===== src/rtl/multicycle_control.sv =====
// Multi-cycle Moore sequencer for the Mini-MIPS datapath.
// Steps each instruction through fetch/decode/execute/memory/write-back.
module multicycle_control #(
  parameter int CNT_W = 8
) (
  input  logic             clk,
  input  logic             reset,
  input  logic [3:0]       op,
  input  logic             zero,
  input  logic             mem_ready,
  output logic             PCWrite,
  output logic             IorD,
  output logic             MemRead,
  output logic             MemWrite,
  output logic             IRWrite,
  output logic             RegDst,
  output logic             MemtoReg,
  output logic             RegWrite,
  output logic             ALUSrcA,
  output logic [1:0]       ALUSrcB,
  output logic             PCSource,
  output logic [2:0]       ALUop,
  output logic [3:0]       state,
  output logic             illegal_op,
  output logic [CNT_W-1:0] retired
);

  localparam logic [3:0] FETCH    = 4'd0;
  localparam logic [3:0] DECODE   = 4'd1;
  localparam logic [3:0] EXEC_R   = 4'd2;
  localparam logic [3:0] EXEC_I   = 4'd3;
  localparam logic [3:0] ALU_WB   = 4'd4;
  localparam logic [3:0] MEM_ADDR = 4'd5;
  localparam logic [3:0] MEM_RD   = 4'd6;
  localparam logic [3:0] MEM_WB   = 4'd7;
  localparam logic [3:0] MEM_WR   = 4'd8;
  localparam logic [3:0] BRANCH   = 4'd9;

  logic [3:0]       r_state;
  logic [3:0]       w_next;
  logic [CNT_W-1:0] r_retired;
  logic             w_retire;
  logic             w_rtype;
  logic             w_itype;
  logic             w_mem;
  logic             w_br;

  assign w_rtype = (op == 4'd0);
  assign w_itype = ((op >= 4'd1) && (op <= 4'd4)) || (op == 4'd7);
  assign w_mem   = (op == 4'd8) || (op == 4'd9);
  assign w_br    = (op == 4'd5) || (op == 4'd6);

  always_comb begin
    w_next = FETCH;
    case (r_state)
      FETCH:    w_next = mem_ready ? DECODE : FETCH;
      DECODE: begin
        unique case (1'b1)
          w_rtype: w_next = EXEC_R;
          w_itype: w_next = EXEC_I;
          w_mem:   w_next = MEM_ADDR;
          w_br:    w_next = BRANCH;
          default: w_next = FETCH;
        endcase
      end
      EXEC_R:   w_next = ALU_WB;
      EXEC_I:   w_next = ALU_WB;
      MEM_ADDR: w_next = (op == 4'd8) ? MEM_RD : MEM_WR;
      MEM_RD:   w_next = mem_ready ? MEM_WB : MEM_RD;
      MEM_WR:   w_next = mem_ready ? FETCH : MEM_WR;
      default:  w_next = FETCH;
    endcase
  end

  // An instruction retires on the edge leaving its final state
  assign w_retire = (r_state == ALU_WB) || (r_state == MEM_WB) ||
                    (r_state == BRANCH) ||
                    ((r_state == MEM_WR) && mem_ready);

  always_ff @(posedge clk) begin
    if (reset) begin
      r_state   <= FETCH;
      r_retired <= '0;
    end else begin
      r_state <= w_next;
      if (w_retire)
        r_retired <= r_retired + CNT_W'(1);
    end
  end

  always_comb begin
    PCWrite    = 1'b0;
    IorD       = 1'b0;
    MemRead    = 1'b0;
    MemWrite   = 1'b0;
    IRWrite    = 1'b0;
    RegDst     = 1'b0;
    MemtoReg   = 1'b0;
    RegWrite   = 1'b0;
    ALUSrcA    = 1'b0;
    ALUSrcB    = 2'b00;
    PCSource   = 1'b0;
    ALUop      = 3'b000;
    illegal_op = 1'b0;
    case (r_state)
      FETCH: begin
        MemRead = 1'b1;
        ALUSrcB = 2'b01;
        IRWrite = mem_ready;
        PCWrite = mem_ready;
      end
      DECODE: begin
        ALUSrcB    = 2'b10;
        illegal_op = !(w_rtype || w_itype || w_mem || w_br);
      end
      EXEC_R: begin
        ALUSrcA = 1'b1;
        ALUop   = 3'b110;
      end
      EXEC_I: begin
        ALUSrcA = 1'b1;
        ALUSrcB = 2'b10;
        case (op)
          4'd2:    ALUop = 3'b001;
          4'd3:    ALUop = 3'b010;
          4'd4:    ALUop = 3'b011;
          4'd7:    ALUop = 3'b101;
          default: ALUop = 3'b000;
        endcase
      end
      ALU_WB: begin
        RegWrite = 1'b1;
        RegDst   = w_rtype;
      end
      MEM_ADDR: begin
        ALUSrcA = 1'b1;
        ALUSrcB = 2'b10;
      end
      MEM_RD: begin
        MemRead = 1'b1;
        IorD    = 1'b1;
      end
      MEM_WB: begin
        RegWrite = 1'b1;
        MemtoReg = 1'b1;
      end
      MEM_WR: begin
        MemWrite = 1'b1;
        IorD     = 1'b1;
      end
      BRANCH: begin
        ALUSrcA  = 1'b1;
        ALUop    = 3'b100;
        PCSource = 1'b1;
        PCWrite  = (op == 4'd5) ? zero : ~zero;
      end
      default: ;
    endcase
  end

  assign state   = r_state;
  assign retired = r_retired;

endmodule


===== config.mk =====
export PLATFORM = sky130hd
export DESIGN_NAME = multicycle_control
export DESIGN_NICKNAME = d
export VERILOG_FILES = /design/src/rtl/multicycle_control.sv
export SDC_FILE = /design/constraint.sdc
export NUM_CORES = 1
export LEC_CHECK = 0
export ABC_AREA = 1
export BUFFER_PORTS_ARGS = -buffer_cell sky130_fd_sc_hd__buf_2
export CORE_UTILIZATION = 35
export DETAILED_ROUTE_END_ITERATION = 6
export MAX_ROUTING_LAYER = met4
export SYNTH_ARGS = -nofsm -noshare
export SYNTH_HDL_FRONTEND = slang
export SYNTH_SLANG_ARGS = --single-unit

===== constraint.sdc =====
create_clock -name clk -period 1.3 [get_ports clk]
set_input_delay 0.065 -clock clk [delete_from_list [all_inputs] [get_ports clk]]
set_output_delay 0.065 -clock clk [all_outputs]
set_load 0.05 [all_outputs]

==> out/metrics.csv <==
metric,value,unit
vias,1153,
ant_nets,0,
fmax,690,MHz
grt_pass1_vias,996,
insertedDiodeCount,0,
final_util,0.728,
synth_cell_types,23,
initial_core_util,0.379,
rr_endpoint,retired[3],
avgSynthCellArea,5.89,um^2
post-dp-hpwl,1.93,mm
worstPathRequired,1240,ps
reg2regPathDepth,8,
die_x,51.4,um
drive_gt1_frac,0.519,
failed_checks,setup timing,
rsz0062_at_grt,true,
finalHoldViolCount,0,
gp_congestion,0.815,
slew_headroom,0.813,
fin_crit_sh,1.11,
syn-num-nets,154,
grt_pass1_wl,4.35,mm
min_period,1450,ps
final-max-slew-violation-count,0,
yosysSeqAreaShare,0.281,
synth-seq-cells,12,
max_slew.worst_pin.slew,278,ps
p_leak,0.839,nW
p_per_area,760,mW/mm^2
fin_ws,-148,ps
clockBufferDepth,2,
finalSetupViolCount,23,
syn-cell-area,855,um^2
ir_worst_vdd,0.000662,V
antenna_found_initial,0,
p_total,1.25,mW
hold_path.class,in -> reg,
synth_warnings,0,
ctsHoldBuffers,0,
r2r_slack,-90,ps
synthCells,145,
clock_latency,270,ps
rows,17,
grt-ovfl-total,0,
area_delta_synth_final,92.1,%
critPathCapture,ALUSrcA,
core-area,0.00225,mm^2
drt_pass1_iterations,4,
hold_path_depth,2,
tns,-2040,ps
path_class,reg -> out,
drt_iter0_markers,13,
synth-async-reset-ratio,0,
arrival,1380,ps
drc,0,
finalNetCount,216,
path_clk_slew,80,ps
synth_edf_count,0,
root_buffer,clkbuf_4,
cts_sinks,12,
post_drt_wl_per_cell,13.1,um
grt_usage,0.224,
crit_path_start,state[0],
fin_skew,2.60,ps
critPathLaunchType,register,
wl,3.06,mm
die-area,0.00264,mm^2
boundaryPins,36,
status,"complete, but fails checks",
maxCapViolations,0,
synthFlopType,dfxtp_1,
cp_max_fo,5,
die_y,51.4,um
grt_max_degree,13,
portBuffers,35,
endpoint_kind,output pin,
cts-buffers-inserted,3,
via_per_inst,4.93,
fin_area,0.00164,mm^2
cts_max_level,1,
tritoncts,yes,
reg2reg_from,state[1],
placed_area,0.00120,mm^2
[routing by layer]
metal,up-vias,routed length (um),global-route usage
li1,590,-,-
met1,531,1430,0.298
met2,30,1480,0.355
met3,2,136,0.0536
met4,0,12,0.0225
met5,-,0,-
[registers in the layout, summed over array words and instances, names as in the netlist]
signal,count
retired,8
state,4
[worst min path at each step]
stage	from	endpoint	slack, ps
2_1_floorplan	reset	state[0]	120
3_3_place_gp	reset	state[0]	310
3_5_place_dp	reset	state[0]	310
4_1_cts	reset	state[0]	8
5_1_grt	reset	state[0]	20
6_report	reset	state[0]	20
[synthesized netlist by cell type, types with 2 or more instances]
cell type  count  area [um^2]
nor3_1         5         25.0
o21ai_0        4         20.0
o21ai_1        3         15.0
nand3_1       11         55.1
inv_1         28          105
nor2_2         2         12.5
dfxtp_1       12          240
nor2_1        23         86.3
nand4_1        2         12.5
nand2_1       31          116
a21oi_1       11         55.1
nand3_2        2         20.0
[per-stage QoR]
step	hold slack [ps]	std cells	setup slack (ps)
global placement	312	212	-14.7
detailed placement	307	212	-16.1
floorplan	124	145	-77.6
global route	16.3	234	-204
finish	22.2	234	-148
CTS	8.44	222	-142
[critical path, stage by stage (launching register included)]
cell and delay (ps):
dfxtp_4 400, inv_4 50, nor2_4 160, nand3_4 120
buf_6 160, nand3_4 70, buf_8 150
[kinds of logic (layout without fill, tap and decap cells)]
| logic type | after synthesis | after routing | synth area share |
|---|---|---|---|
| adders and majority gates | 1 | 1 | 0.0146 |
| buffers and inverters | 30 | 90 | 0.141 |
| and+or+nand+nor | 78 | 79 | 0.404 |
| AOI/OAI and AO/OA | 22 | 22 | 0.139 |
| DFF | 12 | 12 | 0.281 |
| xor gates and xnor gates | 2 | 2 | 0.0205 |
[what timing repair did]
| action | CTS | global route |
|---|---|---|
| gates cloned | 0 | 1 |
| pin swaps | 7 | 8 |
| setup endpoints to repair | 18 | 26 |
| buffers inserted | 6 | 11 |
| resized for setup | 55 | 23 |
[cell usage in the layout, fill, tap and decap left out, types with 2 or more instances in the layout]
cell      instances
nand2_1          27
inv_1            19
buf_2            19
nor2_1           17
buf_4            17
buf_6            15
a21oi_1          10
nand3_1           8
nor2_4            7
nand3_4           6
buf_8             6
inv_4             4
inv_2             4
o21ai_4           4
dfxtp_2           4
dfxtp_1           4
dfxtp_4           4
nand2_2           3
nor3_1            3
clkbuf_4          3
nand2_4           2
nor2_2            2
nor3_4            2
nand4_1           2
o21ai_1           2
[power breakdown]
group	internal [mW]	switching, mW	leakage (nW)
Combinational	0.207	0.342	0.716
Sequential	0.374	0.0185	0.102
Clock	0.170	0.135	0.0210
Total	0.752	0.496	0.839
[layout make-up]
type,count,area [um^2]
multi-input combinational,104,701
fill,168,613
timing repair buffer,57,482
sequential,12,260
inverter,29,128
clock buffer,4,36.3
tap,28,35.0
Note: power is estimated with default switching activity, not from simulation.
